===== src/rtl/mem_io_pkg.sv =====
// Shared constants for the mem_io memory/I-O stage: register offsets, STATUS bit
// positions and the default I/O base address.
package mem_io_pkg;

    localparam logic [15:0] IO_BASE_DEFAULT = 16'hFF00;

    localparam logic [7:0] OFF_TXDATA = 8'd0;
    localparam logic [7:0] OFF_STATUS = 8'd1;
    localparam logic [7:0] OFF_TIMER  = 8'd2;

    localparam int unsigned ST_FULL      = 0;
    localparam int unsigned ST_EMPTY     = 1;
    localparam int unsigned ST_OVF       = 2;
    localparam int unsigned ST_COUNT_LSB = 4;

    function automatic logic [3:0] sat_count4(input int unsigned c);
        return (c > 15) ? 4'hF : c[3:0];
    endfunction

endpackage


===== src/rtl/mem_io_fifo_sync.sv =====
// Synchronous FIFO with registered pointers; a push into a full FIFO is accepted
// when a pop happens in the same cycle, otherwise it is dropped and reported.
module mem_io_fifo_sync #(
    parameter int unsigned DEPTH = 4,
    parameter int unsigned WIDTH = 8,
    localparam int unsigned PW   = (DEPTH > 1) ? $clog2(DEPTH) : 1,
    localparam int unsigned CW   = $clog2(DEPTH + 1)
) (
    input  logic             clk,
    input  logic             rst,
    input  logic             push_i,
    input  logic [WIDTH-1:0] wdata_i,
    input  logic             pop_i,
    output logic [WIDTH-1:0] rdata_o,
    output logic             full_o,
    output logic             empty_o,
    output logic [CW-1:0]    count_o,
    output logic             drop_o
);

    logic [WIDTH-1:0] mem_q [DEPTH];
    logic [PW-1:0]    wr_ptr_q, wr_ptr_d;
    logic [PW-1:0]    rd_ptr_q, rd_ptr_d;
    logic [CW-1:0]    count_q, count_d;
    logic             do_push, do_pop;

    assign empty_o = (count_q == '0);
    assign full_o  = (count_q == CW'(DEPTH));
    assign do_pop  = pop_i & ~empty_o;
    assign do_push = push_i & (~full_o | do_pop);
    assign drop_o  = push_i & ~do_push;
    assign count_o = count_q;
    // Empty FIFO presents zero so the head never shows stale storage.
    assign rdata_o = empty_o ? '0 : mem_q[rd_ptr_q];

    always_comb begin
        wr_ptr_d = wr_ptr_q;
        rd_ptr_d = rd_ptr_q;
        count_d  = count_q;
        if (do_push) wr_ptr_d = wr_ptr_q + 1'b1;
        if (do_pop)  rd_ptr_d = rd_ptr_q + 1'b1;
        case ({do_push, do_pop})
            2'b10:   count_d = count_q + 1'b1;
            2'b01:   count_d = count_q - 1'b1;
            default: count_d = count_q;
        endcase
    end

    always_ff @(posedge clk) begin
        if (rst) begin
            wr_ptr_q <= '0;
            rd_ptr_q <= '0;
            count_q  <= '0;
        end else begin
            wr_ptr_q <= wr_ptr_d;
            rd_ptr_q <= rd_ptr_d;
            count_q  <= count_d;
        end
    end

    always_ff @(posedge clk) begin
        if (!rst && do_push) mem_q[wr_ptr_q] <= wdata_i;
    end

endmodule


===== src/rtl/mem_io.sv =====
// Memory and I/O stage: word RAM with combinational read, byte transmit FIFO,
// STATUS register and a cycle timer present only when MEM_IO_TIMER_EN is defined.
module mem_io
    import mem_io_pkg::*;
#(
    parameter int unsigned ADDR_BITS  = 8,
    parameter int unsigned FIFO_DEPTH = 4,
    parameter logic [15:0] IO_BASE    = IO_BASE_DEFAULT
) (
    input  logic        clk,
    input  logic        rst,
    input  logic [15:0] Ma,
    input  logic [15:0] Mwd,
    input  logic        Mwen,
    output logic [15:0] Mrd,
    output logic [7:0]  tx_data,
    output logic        tx_valid,
    input  logic        tx_ready
);

    localparam int unsigned CW = $clog2(FIFO_DEPTH + 1);

    logic [15:0] ram_q [2**ADDR_BITS];
    logic        is_io;
    logic [15:0] io_off;
    logic [7:0]  sel;
    logic        io_wr, push, status_wr;
    logic        fifo_full, fifo_empty, fifo_drop;
    logic [CW-1:0] fifo_count;
    logic        ovf_q;
    logic [15:0] status;
    logic [15:0] timer_rd;

    assign is_io  = (Ma >= IO_BASE);
    assign io_off = Ma - IO_BASE;
    // Offsets past the 256-word register window fold onto the four real registers.
    assign sel    = (io_off[15:8] != 8'h00) ? {6'b0, io_off[1:0]} : io_off[7:0];

    assign io_wr     = Mwen & is_io;
    assign push      = io_wr & (sel == OFF_TXDATA);
    assign status_wr = io_wr & (sel == OFF_STATUS);

    mem_io_fifo_sync #(
        .DEPTH (FIFO_DEPTH),
        .WIDTH (8)
    ) u_fifo (
        .clk     (clk),
        .rst     (rst),
        .push_i  (push),
        .wdata_i (Mwd[7:0]),
        .pop_i   (tx_ready),
        .rdata_o (tx_data),
        .full_o  (fifo_full),
        .empty_o (fifo_empty),
        .count_o (fifo_count),
        .drop_o  (fifo_drop)
    );

    assign tx_valid = ~fifo_empty;

    always_ff @(posedge clk) begin
        if (rst)            ovf_q <= 1'b0;
        else if (fifo_drop) ovf_q <= 1'b1;
        else if (status_wr) ovf_q <= 1'b0;
    end

`ifdef MEM_IO_TIMER_EN
    logic        timer_wr;
    logic [15:0] timer_q;

    assign timer_wr = io_wr & (sel == OFF_TIMER);

    // The write cycle itself counts as a tick, so Mwd+1 is visible right after the write.
    always_ff @(posedge clk) begin
        if (rst)           timer_q <= 16'h0000;
        else if (timer_wr) timer_q <= Mwd + 16'd1;
        else               timer_q <= timer_q + 16'd1;
    end

    assign timer_rd = timer_q;
`else
    assign timer_rd = 16'h0000;
`endif

    always_ff @(posedge clk) begin
        if (!rst && Mwen && !is_io) ram_q[Ma[ADDR_BITS-1:0]] <= Mwd;
    end

    always_comb begin
        status                        = 16'h0000;
        status[ST_FULL]               = fifo_full;
        status[ST_EMPTY]              = fifo_empty;
        status[ST_OVF]                = ovf_q;
        status[ST_COUNT_LSB +: 4]     = sat_count4(32'(fifo_count));
    end

    always_comb begin
        Mrd = 16'h0000;
        if (is_io) begin
            case (sel)
                OFF_TXDATA: Mrd = {8'h00, tx_data};
                OFF_STATUS: Mrd = status;
                OFF_TIMER:  Mrd = timer_rd;
                default:    Mrd = 16'h0000;
            endcase
        end else begin
            Mrd = ram_q[Ma[ADDR_BITS-1:0]];
        end
    end

endmodule


===== config.mk =====
export PLATFORM = sky130hd
export DESIGN_NAME = mem_io
export DESIGN_NICKNAME = d
export VERILOG_FILES = /design/src/rtl/mem_io_pkg.sv /design/src/rtl/mem_io_fifo_sync.sv /design/src/rtl/mem_io.sv
export SDC_FILE = /design/constraint.sdc
export NUM_CORES = 2
export LEC_CHECK = 0
export ABC_AREA = 0
export CAP_MARGIN = 20
export CORE_ASPECT_RATIO = 0.5
export CORE_UTILIZATION = 30
export CTS_BUF_LIST = sky130_fd_sc_hd__clkbuf_8
export DETAILED_ROUTE_END_ITERATION = 12
export PLACE_DENSITY = 0.42
export RECOVER_POWER = 100
export REMOVE_ABC_BUFFERS = 1
export SKIP_CTS_REPAIR_TIMING = 1
export SLEW_MARGIN = 20
export SYNTH_ARGS = -nofsm -noshare
export SYNTH_HDL_FRONTEND = slang
export SYNTH_HIERARCHICAL = 1
export SYNTH_MEMORY_MAX_BITS = 65536
export SYNTH_SLANG_ARGS = --single-unit

===== constraint.sdc =====
create_clock -name clk -period 12.1 [get_ports clk]
set_clock_uncertainty 0.15 [all_clocks]
set_input_delay 1.21 -clock clk [delete_from_list [all_inputs] [get_ports clk]]
set_output_delay 1.21 -clock clk [all_outputs]
set_load 0.01 [all_outputs]

==> results.json <==
{
  "routedWlPerCell_um": 36.1,
  "async_flop_share": 0,
  "area_growth_pct": 13.3,
  "grt_setup_unrepaired": "no",
  "worstHoldStart": "ovf_q",
  "final_nets": 8046,
  "ys.flop_type": "edfxtp_1",
  "critPathKind": "input port to flop",
  "worstRegToRegCells": 4,
  "rr_endpoint": "u_fifo/mem_q[2][1]",
  "relSlewSlack": -2.99,
  "grt_overflow_total": 0,
  "place_inst": 14391,
  "pre_cts_slack_ns": 3.81,
  "finalHoldViolations": 0,
  "arrival_ns": 10.58,
  "cts_tree": "yes",
  "hold_class": "flop to flop",
  "cts_made_buffers": 641,
  "synthTopCellsByArea": "edfxtp_1 78%, mux4_2 14%, mux2i_1 1.6%",
  "clock_path_buffers": 4,
  "antenna_found_initial": 48,
  "io_buffer_count": 60,
  "leakagePower_nw": 55.5,
  "grt_pass1_vias": 82544,
  "synth_edf_count": 4128,
  "drive_gt1_frac": 0.244,
  "wirelength_um": 560000,
  "cp.required_ns": 12.74,
  "crit_path_end_kind": "flop",
  "start_util": 0.303,
  "vias_per_cell": 5.30,
  "r2r_start": "u_fifo/count_o[0]",
  "h-tree-depth": 6,
  "cap_violations": 206,
  "start_kind": "input port",
  "finalNonFillerCells": 15534,
  "synth_compound_area_frac": 0.0237,
  "drc": 0,
  "synthAdderAreaFrac": 0.000439,
  "track_usage": 0.204,
  "synth.distinct_cells": 70,
  "drt_iter0_drc": 10569,
  "root_buffer": "clkbuf_8",
  "setup_violations": 0,
  "yosys.area_share.simple": 0.0260,
  "grt_pass1_wl_um": 751000,
  "core_sq_um": 527000,
  "ir_worst_vdd_uv": 99.7,
  "power_density_nw_per_um2": 157,
  "yosysWarnings": 6,
  "grt_max_degree": 161,
  "die_x_um": 1030,
  "drt-pass1-iter-count": 5,
  "worst_slack_ns": 2.17,
  "fin_crit_ns": 9.93,
  "dieHeight_um": 518,
  "synth.avg_cell_area_sq_um": 21.8,
  "synth_top_family_by_area": "multiplexers",
  "tightest_slew_ns": 5.99,
  "netlist_area_sq_um": 160000,
  "die_area_sq_um": 535000,
  "finalSetupTns_ns": 0,
  "outcome": "finished, violations left",
  "critPathMaxFanout": 22,
  "vias": 82327,
  "drv_slew": 6323,
  "synth-seq-cells": 4138,
  "seq_area_frac_synth": 0.778,
  "failed_checks": "max-capacitance violations, max-slew violations",
  "ios": 61,
  "synth_top_area_share": 0.777,
  "gp_congestion": 0.844,
  "synthCells": 7324,
  "r2r_slack_ns": 9.75,
  "clk_latency_ns": 1.25,
  "clk_pin_slew_worst_paths_ns": 0.07,
  "worstHoldPathCells": 2,
  "synthMuxAreaShare": 0.158,
  "finalCritPeriodShare": 0.821,
  "row_count": 188,
  "dp_hpwl_um": 341000,
  "synth_area_leader_cell": "edfxtp_1",
  "cts_sinks": 4138,
  "ant_nets": 0,
  "fmax_ghz": 0.101,
  "hold_end": "ovf_q",
  "synthXorXnorAreaFrac": 0.000165
}
## how the worst max path moves through the flow
stage                start             to  slack (ns)  depth (start not counted)
floorplan            Ma[3]         Mrd[4]        1.70                          7
global placement     Ma[1]        Mrd[15]        3.29                          9
detailed placement   Ma[0]        Mrd[15]        3.81                         10
CTS                  Ma[0]        Mrd[15]        3.80                         10
global route        Mwd[6]   ram_q[18][6]        2.37                          3
finish               Ma[8]  ram_q[122][0]        2.17                          8
## metal layers
layer  part of all wire  vias up  global-route usage  routed length (um)
li1                   -    32304                   -                   -
met1               0.45    45788               0.304              255000
met5            0.00022        -                   0                 123
met2               0.44     3381               0.300              244000
met3              0.079      844              0.0446               44300
met4              0.030       10              0.0549               16700
## critical path, stage by stage
cell           delay, ns
dlygate4sd3_1       0.53
nand4_1             0.10
nor2_1              0.25
clkbuf_1            0.97
nor3b_1             0.53
clkbuf_1            1.51
nand3_1             2.35
nor2_1              2.95
## power breakdown
part	internal (mW)	total [mW]	switching, mW
combinational	0.474	1.65	1.18
clock	5.18	10.9	5.75
sequential	15.8	15.8	0.00352
## kinds of logic after synthesis
logic type | Yosys count
compound gates | 511
xor+xnor | 3
fa+ha+maj | 5
buf+inv | 432
flops | 4138
mux | 1265
simple gates | 970
## synthesized netlist by cell type (all sizes together), types with 25 or more instances
| cell | count |
|---|---|
| nor2b | 32 |
| a21oi | 48 |
| a221oi | 34 |
| mux4 | 994 |
| nor2 | 369 |
| edfxtp | 4128 |
| a32oi | 68 |
| buf | 258 |
| nand2 | 358 |
| o22ai | 58 |
| a31oi | 37 |
| nand3 | 95 |
| mux2i | 248 |
| clkbuf | 160 |
| a22oi | 78 |
| nor3 | 25 |
| o21ai | 43 |
## cell usage in the layout (no fill, tap or decap), types with 93 or more instances in the layout
master	netlist	routed
edfxtp_1	4128	4128
mux4_2	994	994
clkbuf_8	0	659
nand2_1	358	358
nor2_1	369	272
clkbuf_1	160	246
mux2i_1	248	244
inv_1	13	239
clkinv_1	1	147
buf_4	81	144
nor2_2	0	95
nand3_1	95	93
## final cells by class
type	count	area (sq um)
fillers	49559	346000
flip-flops and latches	4138	124000
inverters	14	67.6
clock inverters	466	2190
well taps	7030	8800
multi-input cells	2754	33600
repair buffers	456	2920
clock buffers	659	9070
diodes	17	42.5
## registers in the layout, summed over array words and instances, names as in the netlist, named ones only
name	count
u_fifo/count_o	3
ram_q	4096
u_fifo/mem_q	32
ovf_q	1
u_fifo/wr_ptr_q	2
u_fifo/rd_ptr_q	2
## metrics by stage
step | area, sq um | hold slack [ns] | utilization | power (mW)
6_report | 181000 | 0.352 | 0.343 | 28.4
4_1_cts | 183000 | 0.101 | 0.347 | 28.7
2_1_floorplan | 157000 | 0.297 | - | 16.7
3_5_place_dp | 171000 | 0.332 | 0.325 | 17.8
5_1_grt | 181000 | 0.386 | 0.343 | 29.3
3_3_place_gp | 171000 | 0.308 | 0.325 | 17.8
(Power assumes the default switching activity.)
